<file path="src/rtl/serial_byte_loader.sv">
// Assembles an LSB-first serial frame (start strobe, DATA_W bits, optional even parity)
// into a byte and emits a one-cycle load strobe for the downstream data register.
module serial_byte_loader #(
    parameter int unsigned DATA_W    = 8,
    parameter int unsigned PARITY_EN = 1
) (
    input  logic              clk,
    input  logic              reset,
    input  logic              start_i,
    input  logic              bit_valid_i,
    input  logic              bit_i,
    input  logic              abort_i,
    output logic              busy_o,
    output logic              load_o,
    output logic [DATA_W-1:0] data_o,
    output logic              parity_err_o,
    output logic [7:0]        frame_cnt_o
);

    localparam int unsigned BCNT_W = $clog2(DATA_W + 1);
    localparam logic [BCNT_W-1:0] LAST_BIT = BCNT_W'(DATA_W - 1);

    typedef enum logic [1:0] {
        IDLE   = 2'd0,
        SHIFT  = 2'd1,
        PARITY = 2'd2
    } state_t;

    state_t              r_state, w_state_nxt;
    logic [DATA_W-1:0]   r_sr, w_sr_nxt;
    logic [BCNT_W-1:0]   r_bcnt, w_bcnt_nxt;
    logic [DATA_W-1:0]   r_data, w_data_nxt;
    logic [7:0]          r_cnt, w_cnt_nxt;
    logic                r_load, w_load_nxt;
    logic                r_perr, w_perr_nxt;
    logic                r_busy, w_busy_nxt;
    logic [DATA_W-1:0]   w_shifted;

    assign w_shifted = {bit_i, r_sr[DATA_W-1:1]};

    always_ff @(posedge clk) begin
        if (reset) begin
            r_state <= IDLE;
            r_sr    <= '0;
            r_bcnt  <= '0;
            r_data  <= '0;
            r_cnt   <= '0;
            r_load  <= 1'b0;
            r_perr  <= 1'b0;
            r_busy  <= 1'b0;
        end else begin
            r_state <= w_state_nxt;
            r_sr    <= w_sr_nxt;
            r_bcnt  <= w_bcnt_nxt;
            r_data  <= w_data_nxt;
            r_cnt   <= w_cnt_nxt;
            r_load  <= w_load_nxt;
            r_perr  <= w_perr_nxt;
            r_busy  <= w_busy_nxt;
        end
    end

    always_comb begin
        w_state_nxt = r_state;
        w_sr_nxt    = r_sr;
        w_bcnt_nxt  = r_bcnt;
        w_data_nxt  = r_data;
        w_cnt_nxt   = r_cnt;
        w_load_nxt  = 1'b0;
        w_perr_nxt  = 1'b0;

        if (abort_i) begin
            w_state_nxt = IDLE;
            w_bcnt_nxt  = '0;
        end else begin
            case (r_state)
                IDLE: begin
                    if (start_i) begin
                        w_sr_nxt    = '0;
                        w_bcnt_nxt  = '0;
                        w_state_nxt = SHIFT;
                    end
                end
                SHIFT: begin
                    if (bit_valid_i) begin
                        w_sr_nxt   = w_shifted;
                        w_bcnt_nxt = r_bcnt + 1'b1;
                        if (r_bcnt == LAST_BIT) begin
                            if (PARITY_EN != 0) begin
                                w_state_nxt = PARITY;
                            end else begin
                                // Final data bit completes the frame; load the word including it.
                                w_data_nxt  = w_shifted;
                                w_load_nxt  = 1'b1;
                                w_cnt_nxt   = r_cnt + 8'd1;
                                w_state_nxt = IDLE;
                            end
                        end
                    end
                end
                PARITY: begin
                    if (bit_valid_i) begin
                        w_state_nxt = IDLE;
                        if ((^r_sr ^ bit_i) == 1'b0) begin
                            w_data_nxt = r_sr;
                            w_load_nxt = 1'b1;
                            w_cnt_nxt  = r_cnt + 8'd1;
                        end else begin
                            w_perr_nxt = 1'b1;
                        end
                    end
                end
                default: begin
                    w_state_nxt = IDLE;
                    w_bcnt_nxt  = '0;
                end
            endcase
        end

        // Registered busy follows the next state so it changes on the same edge as the state.
        w_busy_nxt = (w_state_nxt == SHIFT) || (w_state_nxt == PARITY);
    end

    assign busy_o       = r_busy;
    assign load_o       = r_load;
    assign data_o       = r_data;
    assign parity_err_o = r_perr;
    assign frame_cnt_o  = r_cnt;

endmodule

</file>
<file path="config.mk">
export PLATFORM = sky130hd
export DESIGN_NAME = serial_byte_loader
export DESIGN_NICKNAME = d
export VERILOG_FILES = /design/src/rtl/serial_byte_loader.sv
export SDC_FILE = /design/constraint.sdc
export NUM_CORES = 1
export LEC_CHECK = 0
export ABC_CLOCK_PERIOD_IN_PS = 5200
export BUFFER_PORTS_ARGS = -buffer_cell sky130_fd_sc_hd__buf_2
export CAP_MARGIN = 20
export CORE_MARGIN = 3
export CORE_UTILIZATION = 58
export DETAILED_ROUTE_END_ITERATION = 10
export HOLD_SLACK_MARGIN = 0.1
export PLACE_DENSITY = 0.82
export SYNTH_ARGS = -nofsm -noshare
export SYNTH_HDL_FRONTEND = slang
export SYNTH_SLANG_ARGS = --single-unit
</file>
<file path="constraint.sdc">
create_clock -name clk -period 5.2 [get_ports clk]
set_input_delay 0.78 -clock clk [delete_from_list [all_inputs] [get_ports clk]]
set_output_delay 0.78 -clock clk [all_outputs]
set_load 0.005 [all_outputs]
</file>
==> metrics.txt, run 1 <==
# TYPE chip_impl_metric gauge
chip_impl_metric{name="async_set_or_reset_register_ratio_after_synthesis",unit=""} 0
chip_impl_metric{name="timing.max_slew.rel_slack",unit=""} 0.462
chip_impl_metric{name="postRouteAntennaNets",unit=""} 0
chip_impl_metric{name="post_drt_via_cell_ratio",unit=""} 5.70
chip_impl_metric{name="max-vdd-ir-drop",unit="uV"} 234
chip_impl_info{name="synth_flop_cell",value="sky130_fd_sc_hd__dfxtp_1"} 1
chip_impl_metric{name="grt_usage",unit=""} 0.210
chip_impl_metric{name="sequential_cell_area",unit="um2"} 661
chip_impl_metric{name="power_per_cell_area",unit="nW/um2"} 254
chip_impl_metric{name="finalWorstPathRequiredPeriod",unit="ps"} 2250
chip_impl_metric{name="clkSinkCount",unit=""} 33
chip_impl_metric{name="ys_seq_elements",unit=""} 33
chip_impl_metric{name="drive_gt1_frac",unit=""} 0.190
chip_impl_metric{name="fillers",unit=""} 178
chip_impl_metric{name="ys_warn_count",unit=""} 0
chip_impl_metric{name="setup_tns",unit="ps"} 0
chip_impl_metric{name="worst_skew_pair.late_latency",unit="ps"} 330
chip_impl_metric{name="clk_path_buf_depth",unit=""} 2
chip_impl_metric{name="syn-cell-area",unit="um2"} 1450
chip_impl_metric{name="antenna_found_initial",unit=""} 0
chip_impl_metric{name="postRouteWirelength",unit="mm"} 2.84
chip_impl_metric{name="netlist-cell-type-count",unit=""} 34
chip_impl_metric{name="finalClockSkew",unit="ps"} 8.27
chip_impl_metric{name="routed-via-count",unit=""} 1209
chip_impl_metric{name="die_area",unit="um2"} 3130
chip_impl_metric{name="floorplan.io_pins",unit=""} 25
chip_impl_metric{name="worst-endpoint-arrival",unit="ps"} 2480
chip_impl_metric{name="die_y",unit="um"} 56.0
chip_impl_metric{name="avgRoutedWirePerCell",unit="um"} 13.4
chip_impl_metric{name="holdBufCountCts",unit=""} 0
chip_impl_metric{name="setup_viol_count_final",unit=""} 0
chip_impl_info{name="critical_path_class",value="input pin to flip-flop"} 1
chip_impl_metric{name="dp_hpwl",unit="mm"} 2.08
chip_impl_metric{name="p_leak",unit="nW"} 0.633
chip_impl_info{name="status",value="finished clean"} 1
chip_impl_metric{name="start_util",unit=""} 0.630
chip_impl_metric{name="coreArea",unit="um2"} 2300
chip_impl_metric{name="routabilityCongestion",unit=""} 0.804
chip_impl_metric{name="min_period_over_period",unit=""} 0.433
chip_impl_metric{name="multi_input_area",unit="um2"} 741
chip_impl_metric{name="cts_resized",unit=""} 0
chip_impl_metric{name="max_freq",unit="MHz"} 444
chip_impl_metric{name="grt_pass1_wl",unit="mm"} 5.26
chip_impl_metric{name="final.hold.worst_slack",unit="ps"} 479
chip_impl_metric{name="post_synth_edffs",unit=""} 0
chip_impl_metric{name="drv_slew",unit=""} 0
chip_impl_metric{name="required",unit="ps"} 5430
chip_impl_metric{name="cts.htree.levels",unit=""} 2
chip_impl_metric{name="num_antenna_cells",unit=""} 0
chip_impl_metric{name="buffer_ports.inserted",unit=""} 24
chip_impl_metric{name="synth_cells",unit=""} 161
chip_impl_info{name="tritoncts",value="built"} 1
chip_impl_metric{name="critical_path_peak_fanout",unit=""} 12
chip_impl_info{name="start_kind",value="input pin"} 1
chip_impl_metric{name="hold_viol",unit=""} 0
chip_impl_metric{name="drt_first_pass_iters",unit=""} 4
chip_impl_metric{name="core.rowCount",unit=""} 17
chip_impl_metric{name="maximum_number_of_pins_on_one_net_before_global_route_repair",unit=""} 28
chip_impl_metric{name="number_of_clock_buffers_inserted_by_tritoncts",unit=""} 5
chip_impl_metric{name="fin_util",unit=""} 0.703
chip_impl_metric{name="design.final.nets",unit=""} 191
chip_impl_info{name="synth.area.top_cells",value="sky130_fd_sc_hd__dfxtp_1 46%, sky130_fd_sc_hd__mux2i_1 7.6%, sky130_fd_sc_hd__a21oi_1 6.2%"} 1
chip_impl_info{name="hp-class",value="flip-flop to flip-flop"} 1
chip_impl_info{name="synth_area_leader_cell",value="sky130_fd_sc_hd__dfxtp_1"} 1
chip_impl_metric{name="grt_overflow_total",unit=""} 0
chip_impl_metric{name="worstMarginPinSlew",unit="ps"} 800
chip_impl_metric{name="synth.avg_cell_area",unit="um2"} 8.99
chip_impl_metric{name="clkSlewWorstSetupHoldPaths",unit="ps"} 100
chip_impl_metric{name="synthesized_nets",unit=""} 169
chip_impl_metric{name="area_growth",unit="%"} 11.6
chip_impl_metric{name="synthDominantCellAreaShare",unit=""} 0.456
chip_impl_info{name="ctsRootBufferMaster",value="sky130_fd_sc_hd__clkbuf_4"} 1
chip_impl_metric{name="ys_seq_area_frac",unit=""} 0.456
chip_impl_info{name="rsz0062_at_grt",value="no"} 1
chip_impl_metric{name="vias_in_the_first_global_route",unit=""} 1221
chip_impl_metric{name="die_width",unit="um"} 56.0
chip_impl_metric{name="drc",unit=""} 0
chip_impl_metric{name="drt_iter0_drc",unit=""} 31
chip_impl_metric{name="post-cts-setup-buffers",unit=""} 0
chip_impl_metric{name="cap_violations",unit=""} 0
chip_impl_info{name="critPathCaptureType",value="flip-flop"} 1
## path summary, 6_finish.rpt
path / cells past startpoint / slack, ps / start / end
max: 6 / 2950 / bit_i / frame_cnt_o[6]
min: 2 / 480 / r_bcnt[1] / r_bcnt[1]
min reg2reg: 2 / 480 / r_bcnt[1] / r_bcnt[1]
max reg2reg: 5 / 2980 / r_state[1] / frame_cnt_o[7]
## layout by cell type (no fill, tap or decap), types with 2 or more instances in the layout
| cell type | Yosys | final |
|---|---|---|
| sky130_fd_sc_hd__and3_1 | 2 | 2 |
| sky130_fd_sc_hd__dfxtp_1 | 33 | 33 |
| sky130_fd_sc_hd__ha_1 | 2 | 2 |
| sky130_fd_sc_hd__buf_2 | 1 | 24 |
| sky130_fd_sc_hd__or3_1 | 4 | 4 |
| sky130_fd_sc_hd__nand2b_1 | 2 | 2 |
| sky130_fd_sc_hd__nand3_1 | 9 | 9 |
| sky130_fd_sc_hd__nor2b_1 | 4 | 4 |
| sky130_fd_sc_hd__nor3_1 | 2 | 2 |
| sky130_fd_sc_hd__o21ai_0 | 4 | 4 |
| sky130_fd_sc_hd__or4_1 | 3 | 3 |
| sky130_fd_sc_hd__nand4_1 | 2 | 2 |
| sky130_fd_sc_hd__a21oi_1 | 18 | 18 |
| sky130_fd_sc_hd__clkinv_2 | 0 | 2 |
| sky130_fd_sc_hd__clkbuf_4 | 0 | 5 |
| sky130_fd_sc_hd__nor2_1 | 17 | 17 |
| sky130_fd_sc_hd__nand2_1 | 16 | 16 |
| sky130_fd_sc_hd__xor2_1 | 2 | 2 |
| sky130_fd_sc_hd__xnor3_1 | 2 | 2 |
| sky130_fd_sc_hd__o31ai_1 | 3 | 3 |
| sky130_fd_sc_hd__mux2i_1 | 11 | 11 |
| sky130_fd_sc_hd__xnor2_1 | 3 | 3 |
## Yosys cell counts (3+ instances only)
library cell	n
sky130_fd_sc_hd__a21oi_1	18
sky130_fd_sc_hd__clkbuf_1	8
sky130_fd_sc_hd__dfxtp_1	33
sky130_fd_sc_hd__mux2i_1	11
sky130_fd_sc_hd__nand2_1	16
sky130_fd_sc_hd__nand3_1	9
sky130_fd_sc_hd__nor2_1	17
sky130_fd_sc_hd__nor2b_1	4
sky130_fd_sc_hd__o21ai_0	4
sky130_fd_sc_hd__o31ai_1	3
sky130_fd_sc_hd__or3_1	4
sky130_fd_sc_hd__or4_1	3
sky130_fd_sc_hd__xnor2_1	3
## per-layer routing
layer / global-route usage / part of all wire / vias to the layer above
met5: 0 / 0 / -
met4: 0.119 / 0.019 / 0
met3: 0.0510 / 0.044 / 9
met2: 0.356 / 0.51 / 33
met1: 0.238 / 0.42 / 559
li1: - / - / 608
## critical path, stage by stage
cell	delay, ps
sky130_fd_sc_hd__buf_2	110
sky130_fd_sc_hd__xnor2_1	170
sky130_fd_sc_hd__xnor3_1	390
sky130_fd_sc_hd__xor2_1	590
sky130_fd_sc_hd__nor4_1	150
sky130_fd_sc_hd__mux2_2	290
## through the flow
step           total power (W)  setup WS, ps  cells  instance area [um2]
2_1_floorplan         0.000275          2810    161                 1450
3_3_place_gp          0.000279          2640    204                 1560
3_5_place_dp          0.000280          2560    204                 1560
4_1_cts               0.000414          2930    212                 1620
5_1_grt               0.000428          2700    212                 1620
6_report              0.000410          2950    212                 1620
## report_power, final
| group | switching [W] | internal, W |
|---|---|---|
| Combinational | 0.0000132 | 0.00000617 |
| Sequential | 0.00000137 | 0.000253 |
| Clock | 0.0000842 | 0.0000514 |
| Total | 0.0000988 | 0.000311 |
## sequential cells by signal (all words and copies together), names as in the netlist
register	flops
parity_err_o	1
frame_cnt_o	8
r_state	2
busy_o	1
r_sr	8
load_o	1
r_bcnt	4
data_o	8
## kinds of logic (layout without fill, tap and decap cells)
group,after synthesis,after routing,synth area share
AOI/OAI and AO/OA,28,28,0.107
xor gates and xnor gates,7,7,0.0614
DFF,33,33,0.456
and+or+nand+nor,69,69,0.242
muxes,12,12,0.0838
adders and majority gates,2,2,0.0173
buffers and inverters,10,33,0.0320
## final cells by class
class                           count  share of cell area
Clock buffer                        6              0.0256
Sequential cell                    33               0.409
Multi-Input combinational cell    118               0.459
Timing Repair Buffer               25              0.0790
Clock inverter                      2             0.00620
Tap cell                           28              0.0217
No activity file was read; power rests on OpenSTA's default activity.
==> inputs of run 2 (changes only) <==
ABC_AREA = 1   (was unset)
ABC_CLOCK_PERIOD_IN_PS = 1800   (was 5200)
CORE_ASPECT_RATIO = 0.5   (was unset)
CORE_UTILIZATION = 50   (was 58)
PLACE_DENSITY = 0.74   (was 0.82)
clock period = 1.8 ns   (was 5.2 ns; I/O delays follow)
==> metrics.txt, run 2 <==
# TYPE chip_impl_metric gauge
chip_impl_metric{name="crit_path_max_incr_delay",unit="ps"} 390
chip_impl_info{name="post-synth-top-count-cell",value="sky130_fd_sc_hd__nand2_1"} 1
chip_impl_metric{name="number_of_clock_buffers_inserted_by_tritoncts",unit=""} 5
chip_impl_metric{name="min_period_over_period",unit=""} 0.849
chip_impl_info{name="leading_cell_types_in_the_layout_fill_and_taps_excluded",value="57 x sky130_fd_sc_hd__nand2_1, 53 x sky130_fd_sc_hd__inv_1, 33 x sky130_fd_sc_hd__dfxtp_1"} 1
chip_impl_metric{name="drive_gt1_frac",unit=""} 0.158
chip_impl_metric{name="critical_path_peak_fanout",unit=""} 11
chip_impl_metric{name="ys_warn_count",unit=""} 0
chip_impl_metric{name="finalWorstPathRequiredPeriod",unit="ps"} 1530
chip_impl_info{name="critPathCaptureType",value="flip-flop"} 1
chip_impl_info{name="worst_path_top_cell_family_by_delay",value="simple AND/OR/NAND/NOR gates"} 1
chip_impl_metric{name="start_util",unit=""} 0.549
chip_impl_metric{name="drc",unit=""} 0
chip_impl_metric{name="avgRoutedWirePerCell",unit="um"} 10.8
chip_impl_metric{name="worst_skew_pair.late_latency",unit="ps"} 280
chip_impl_metric{name="worstMarginPinSlew",unit="ps"} 496
chip_impl_metric{name="postRouteAntennaNets",unit=""} 0
chip_impl_metric{name="drt_iter0_drc",unit=""} 123
chip_impl_info{name="critical_path.most_common_cell",value="sky130_fd_sc_hd__nand2_1"} 1
chip_impl_metric{name="core.rowCount",unit=""} 14
chip_impl_metric{name="grt_pass1_wl",unit="mm"} 5.78
chip_impl_metric{name="worst-path-buf-inv",unit=""} 1
chip_impl_metric{name="floorplan.io_pins",unit=""} 25
chip_impl_metric{name="synth_cells",unit=""} 260
chip_impl_metric{name="synthDominantCellAreaShare",unit=""} 0.384
chip_impl_metric{name="holdBufCountCts",unit=""} 0
chip_impl_metric{name="post_synth_edffs",unit=""} 0
chip_impl_metric{name="maximum_number_of_pins_on_one_net_before_global_route_repair",unit=""} 24
chip_impl_info{name="path_cells",value="xor2_1, nand3_1, nand2_1, nand2_1, nand2_2, nand3_2, nand2_1, inv_1, nor2_1"} 1
chip_impl_metric{name="power_per_cell_area",unit="nW/um2"} 785
chip_impl_metric{name="die_width",unit="um"} 89.0
chip_impl_metric{name="setup_tns",unit="ps"} 0
chip_impl_metric{name="coreArea",unit="um2"} 3140
chip_impl_info{name="ctsRootBufferMaster",value="sky130_fd_sc_hd__clkbuf_8"} 1
chip_impl_metric{name="cap_violations",unit=""} 0
chip_impl_metric{name="routed-via-count",unit=""} 1596
chip_impl_metric{name="clk_path_buf_depth",unit=""} 2
chip_impl_metric{name="grt_usage",unit=""} 0.182
chip_impl_metric{name="max-vdd-ir-drop",unit="uV"} 361
chip_impl_metric{name="clkSinkCount",unit=""} 33
chip_impl_info{name="critical_path_class",value="flip-flop to flip-flop"} 1
chip_impl_metric{name="area_growth",unit="%"} 13.9
chip_impl_info{name="synth.area.top_cells",value="sky130_fd_sc_hd__dfxtp_1 38%, sky130_fd_sc_hd__nand2_1 12%, sky130_fd_sc_hd__inv_1 12%"} 1
chip_impl_metric{name="drv_slew",unit=""} 0
chip_impl_metric{name="synthesized_nets",unit=""} 268
chip_impl_metric{name="post_drt_via_cell_ratio",unit=""} 4.91
chip_impl_info{name="synth_flop_cell",value="sky130_fd_sc_hd__dfxtp_1"} 1
chip_impl_info{name="crit_slowest_cell",value="sky130_fd_sc_hd__dfxtp_1"} 1
chip_impl_info{name="rsz0062_at_grt",value="no"} 1
chip_impl_metric{name="vias_in_the_first_global_route",unit=""} 1283
chip_impl_metric{name="design.final.nets",unit=""} 293
chip_impl_metric{name="clkSlewWorstSetupHoldPaths",unit="ps"} 70
chip_impl_info{name="synth_area_leader_cell",value="sky130_fd_sc_hd__dfxtp_1"} 1
chip_impl_metric{name="hold_viol",unit=""} 0
chip_impl_info{name="post_synth_most_frequent_cells",value="57 x sky130_fd_sc_hd__nand2_1, 53 x sky130_fd_sc_hd__inv_1, 33 x sky130_fd_sc_hd__dfxtp_1, 30 x sky130_fd_sc_hd__nor2_1, 15 x sky130_fd_sc_hd__nand3_1"} 1
chip_impl_metric{name="worst-endpoint-arrival",unit="ps"} 1740
chip_impl_metric{name="die_y",unit="um"} 47.5
chip_impl_metric{name="setup_viol_count_final",unit=""} 0
chip_impl_info{name="hp-class",value="input pin to flip-flop"} 1
chip_impl_metric{name="required",unit="ps"} 2010
chip_impl_metric{name="buffer_ports.inserted",unit=""} 24
chip_impl_info{name="start_kind",value="flip-flop"} 1
chip_impl_metric{name="ys_seq_area_frac",unit=""} 0.384
chip_impl_metric{name="antenna_found_initial",unit=""} 0
chip_impl_metric{name="netlist-cell-type-count",unit=""} 24
chip_impl_metric{name="routabilityCongestion",unit=""} 0.859
chip_impl_metric{name="ys_seq_elements",unit=""} 33
chip_impl_info{name="status",value="finished clean"} 1
chip_impl_metric{name="cts.htree.levels",unit=""} 2
chip_impl_metric{name="syn-cell-area",unit="um2"} 1720
chip_impl_metric{name="drt_first_pass_iters",unit=""} 4
chip_impl_metric{name="dp_hpwl",unit="mm"} 2.61
chip_impl_metric{name="num_antenna_cells",unit=""} 0
chip_impl_metric{name="die_area",unit="um2"} 4230
chip_impl_metric{name="grt_overflow_total",unit=""} 0
chip_impl_metric{name="cts_resized",unit=""} 0
chip_impl_info{name="tritoncts",value="built"} 1
chip_impl_metric{name="async_set_or_reset_register_ratio_after_synthesis",unit=""} 0
chip_impl_metric{name="synth.avg_cell_area",unit="um2"} 6.62
chip_impl_metric{name="finalClockSkew",unit="ps"} 3.85
chip_impl_metric{name="timing.max_slew.rel_slack",unit=""} 0.669
chip_impl_info{name="layout.cells.most_common",value="sky130_fd_sc_hd__nand2_1"} 1
chip_impl_metric{name="p_leak",unit="nW"} 0.947
chip_impl_metric{name="postRouteWirelength",unit="mm"} 3.51
chip_impl_metric{name="post-cts-setup-buffers",unit=""} 0
chip_impl_metric{name="max_freq",unit="MHz"} 655
chip_impl_metric{name="post-layout-total-power",unit="W"} 0.00154
==> run 2: cell types whose count changed after synthesis, sizes merged, moves of 11 or more <==
cell   delta
inv      +56
nand2    +43
nor2     +15
nand4    +12
mux2i    -11
==> run 2: power by group <==
group | switching, W | internal (W)
registers | 0.0000151 | 0.000746
clock network | 0.000253 | 0.000303
logic | 0.000144 | 0.0000791
total | 0.000412 | 0.00113
==> run 2: worst paths after layout <==
path | from | end | slack, ps | depth (start not counted)
min | bit_valid_i | r_bcnt[1] | 300 | 3
max reg2reg | r_sr[6] | data_o[2] | 270 | 9
max | r_sr[6] | data_o[2] | 270 | 9
min reg2reg | frame_cnt_o[5] | frame_cnt_o[5] | 460 | 2
==> run 2: kinds of logic (layout without fill, tap and decap cells) <==
kind of cell / after synthesis / after routing / share of synthesized area
adder cells (fa/ha/maj): 2 / 2 / 0.0145
AO/OA/AOI/OAI: 25 / 25 / 0.0843
XOR/XNOR: 2 / 2 / 0.0102
AND/OR/NAND/NOR: 131 / 131 / 0.348
flip-flops: 33 / 33 / 0.384
buffers and inverters: 67 / 92 / 0.159
==> run 2: cell type report <==
type	count	area, um2
Clock buffer	7	86.3
Timing Repair Buffer	28	163
Sequential cell	33	661
Tap cell	40	50.0
Multi-Input combinational cell	160	787
Inverter	57	214
Fill cell	290	1170
==> run 2: per-stage QoR <==
stage / std cells / hold slack [ps] / cell area (um2) / utilization / setup WS, ps
2_1_floorplan: 260 / 348 / 1720 / - / 515
5_1_grt: 325 / 324 / 1960 / 0.625 / 17.3
4_1_cts: 325 / 300 / 1960 / 0.625 / 268
3_3_place_gp: 318 / 440 / 1870 / 0.598 / 318
3_5_place_dp: 318 / 451 / 1870 / 0.598 / 289
6_report: 325 / 302 / 1960 / 0.625 / 272
==> run 2: worst reg2reg max path, delay by kind of cell (launching register included) <==
family	cells	cell delay (ps)
AND/OR/NAND/NOR	7	810
XOR/XNOR	1	220
flip-flops	1	390
buffers and inverters	1	40
==> run 2: metal layers <==
metal | up-vias | wire length [um] | GRT usage
met1 | 704 | 1770 | 0.247
met4 | 0 | 14 | 0.0564
met3 | 3 | 213 | 0.0601
met2 | 32 | 1510 | 0.279
li1 | 857 | - | -
met5 | - | 0 | 0
==> inputs of run 3 (changes only) <==
ABC_CLOCK_PERIOD_IN_PS = 1400   (was 1800)
clock period = 1.4 ns   (was 1.8 ns; I/O delays follow)
==> metrics.txt, run 3 (same netlist as run 2, synthesis figures left out) <==
# TYPE chip_impl_metric gauge
chip_impl_metric{name="grt_pass1_wl",unit="mm"} 6.18
chip_impl_metric{name="routabilityCongestion",unit=""} 0.814
chip_impl_metric{name="final.hold.worst_slack",unit="ps"} 245
chip_impl_info{name="worst_hold_startpoint",value="abort_i"} 1
chip_impl_metric{name="area_of_placed_instances",unit="um2"} 1950
chip_impl_info{name="worst_path_top_cell_family_by_delay",value="simple AND/OR/NAND/NOR gates"} 1
chip_impl_metric{name="clkSlewWorstSetupHoldPaths",unit="ps"} 60
chip_impl_metric{name="worstMarginPinSlew",unit="ps"} 499
chip_impl_info{name="rsz0062_at_grt",value="yes"} 1
chip_impl_metric{name="finalWorstPathRequiredPeriod",unit="ps"} 1460
chip_impl_metric{name="cts.htree.levels",unit=""} 2
chip_impl_metric{name="min_path_cells",unit=""} 4
chip_impl_metric{name="clk_path_buf_depth",unit=""} 2
chip_impl_metric{name="detailedPlace.worstSlack",unit="ps"} -53.2
chip_impl_metric{name="number_of_clock_buffers_inserted_by_tritoncts",unit=""} 5
chip_impl_metric{name="fillers",unit=""} 257
chip_impl_metric{name="grt_usage",unit=""} 0.194
chip_impl_metric{name="drc",unit=""} 0
chip_impl_info{name="hold_path_end",value="r_bcnt[0]"} 1
chip_impl_metric{name="clkSinkCount",unit=""} 33
chip_impl_metric{name="worst_skew_pair.late_latency",unit="ps"} 280
chip_impl_metric{name="vias_in_the_first_global_route",unit=""} 1428
chip_impl_metric{name="final_cell_area",unit="um2"} 2270
chip_impl_metric{name="area_growth",unit="%"} 31.8
chip_impl_metric{name="worst_r2r_path_depth",unit=""} 9
chip_impl_metric{name="num_antenna_cells",unit=""} 0
chip_impl_info{name="crit-reg2reg-capture",value="data_o[5]"} 1
chip_impl_metric{name="start_util",unit=""} 0.549
chip_impl_metric{name="hold_viol",unit=""} 0
chip_impl_metric{name="power_per_cell_area",unit="nW/um2"} 943
chip_impl_info{name="ctsRootBufferMaster",value="sky130_fd_sc_hd__clkbuf_8"} 1
chip_impl_metric{name="p_leak",unit="nW"} 1.09
chip_impl_metric{name="dp_hpwl",unit="mm"} 2.69
chip_impl_info{name="hp-class",value="input pin to flip-flop"} 1
chip_impl_metric{name="finalClockSkew",unit="ps"} 4.97
chip_impl_metric{name="max-vdd-ir-drop",unit="uV"} 426
chip_impl_metric{name="postRouteWirelength",unit="mm"} 4.21
chip_impl_metric{name="crit_path_max_incr_delay",unit="ps"} 340
chip_impl_info{name="status",value="finished with violations"} 1
chip_impl_metric{name="worst-path-buf-inv",unit=""} 1
chip_impl_metric{name="die_width",unit="um"} 89.0
chip_impl_info{name="worst_r2r_startpoint",value="r_sr[5]"} 1
chip_impl_metric{name="drive_gt1_frac",unit=""} 0.318
chip_impl_metric{name="required",unit="ps"} 1580
chip_impl_metric{name="coreArea",unit="um2"} 3140
chip_impl_metric{name="min_period_over_period",unit=""} 1.04
chip_impl_metric{name="die_area",unit="um2"} 4230
chip_impl_metric{name="maximum_number_of_pins_on_one_net_before_global_route_repair",unit=""} 24
chip_impl_info{name="path_cells",value="xor2_2, nand3_2, nand2_2, nand2_2, nand2_4, buf_12, nand4_1, nand2_1, nor2_1"} 1
chip_impl_info{name="layout.cells.most_common",value="sky130_fd_sc_hd__inv_1"} 1
chip_impl_metric{name="buffer_ports.inserted",unit=""} 24
chip_impl_info{name="leading_cell_types_in_the_layout_fill_and_taps_excluded",value="53 x sky130_fd_sc_hd__inv_1, 47 x sky130_fd_sc_hd__nand2_1, 26 x sky130_fd_sc_hd__nor2_1"} 1
chip_impl_metric{name="cap_violations",unit=""} 0
chip_impl_metric{name="setup_viol_count_final",unit=""} 16
chip_impl_metric{name="drt_iter0_drc",unit=""} 70
chip_impl_metric{name="design.final.nets",unit=""} 309
chip_impl_metric{name="postRouteAntennaNets",unit=""} 0
chip_impl_metric{name="worst-endpoint-arrival",unit="ps"} 1640
chip_impl_metric{name="floorplan.io_pins",unit=""} 25
chip_impl_metric{name="core.rowCount",unit=""} 14
chip_impl_metric{name="fin_util",unit=""} 0.724
chip_impl_metric{name="timing.max_slew.rel_slack",unit=""} 0.667
chip_impl_metric{name="rrSetupSlack",unit="ps"} -60
chip_impl_metric{name="antenna_found_initial",unit=""} 0
chip_impl_info{name="crit_slowest_cell",value="sky130_fd_sc_hd__dfxtp_2"} 1
chip_impl_metric{name="post_drt_via_cell_ratio",unit=""} 5.04
chip_impl_metric{name="drt_first_pass_iters",unit=""} 6
chip_impl_metric{name="die_y",unit="um"} 47.5
chip_impl_metric{name="holdBufCountCts",unit=""} 0
chip_impl_metric{name="routed-via-count",unit=""} 1722
chip_impl_info{name="start_kind",value="flip-flop"} 1
chip_impl_info{name="critical_path.most_common_cell",value="sky130_fd_sc_hd__nand2_2"} 1
chip_impl_metric{name="slack_of_the_critical_path",unit="ps"} -60.8
chip_impl_metric{name="grt_overflow_total",unit=""} 0
chip_impl_info{name="tritoncts",value="built"} 1
chip_impl_metric{name="max_freq",unit="MHz"} 685
chip_impl_info{name="critical_path_class",value="flip-flop to flip-flop"} 1
chip_impl_metric{name="critical_path_peak_fanout",unit=""} 6
chip_impl_info{name="failed_checks",value="negative setup slack"} 1
chip_impl_metric{name="drv_slew",unit=""} 0
chip_impl_metric{name="avgRoutedWirePerCell",unit="um"} 12.3
chip_impl_info{name="critPathCaptureType",value="flip-flop"} 1
## run 3: cell count changes in the layout (fill, tap and decap cells not counted), moves of 3 or more
cell	previous run	this run
sky130_fd_sc_hd__buf_4	3	15
sky130_fd_sc_hd__dfxtp_1	33	22
sky130_fd_sc_hd__dfxtp_2	0	9
sky130_fd_sc_hd__nand2_1	57	47
sky130_fd_sc_hd__nand2_2	2	10
sky130_fd_sc_hd__nand3_1	15	10
sky130_fd_sc_hd__nand3_2	2	6
sky130_fd_sc_hd__nor2_1	30	26
sky130_fd_sc_hd__nor2_2	1	4
## run 3: timing repair
item,in CTS,in global routing
pin swaps,0,11
setup buffers,0,3
endpoints found under the setup margin,19,30
gates cloned,0,3
resized for setup,10,40
## run 3: layout make-up
class / count / area, um2 / share of cell area
Tap cell: 40 / 50.0 / 0.0221
Inverter: 57 / 219 / 0.0965
Timing Repair Buffer: 43 / 314 / 0.138
Clock buffer: 8 / 80.1 / 0.0353
Multi-Input combinational cell: 161 / 927 / 0.408
Sequential cell: 33 / 679 / 0.299
## run 3: power by group
part           leakage (nW)  switching [W]  internal, W  total [W]
clock                0.0395       0.000323     0.000353   0.000676
sequential            0.273      0.0000206     0.000961   0.000981
combinational         0.778       0.000266     0.000216   0.000482
## run 3: how the worst max path moves through the flow
stage / startpoint / end / slack (ps) / depth (start not counted)
after floorplan: r_sr[3] / data_o[5] / 120 / 12
after global placement: r_sr[3] / frame_cnt_o[0] / 20 / 12
after detailed placement: r_sr[2] / frame_cnt_o[4] / -50 / 13
after CTS: r_state[1] / frame_cnt_o[7] / -20 / 10
after global routing: r_sr[7] / frame_cnt_o[3] / -170 / 12
final: r_sr[5] / data_o[5] / -60 / 9
## run 3: tightest hold or removal path: stages
cell,delay (ps)
sky130_fd_sc_hd__buf_2,90
sky130_fd_sc_hd__nor2_1,50
sky130_fd_sc_hd__inv_1,90
sky130_fd_sc_hd__a21oi_1,40
## run 3: per-layer routing
metal	GRT usage	up-vias	wire length [um]
li1	-	895	-
met5	0	-	0
met4	0.0623	0	37
met1	0.242	788	1950
met3	0.0584	5	204
met2	0.332	34	2020
## run 3: metrics by stage
stage	power, W	TNS (ps)	cells
floorplan	0.00121	0	260
global placement	0.00130	0	328
detailed placement	0.00131	-468	328
CTS	0.00200	-49.1	336
global route	0.00224	-2520	342
finish	0.00214	-756	342
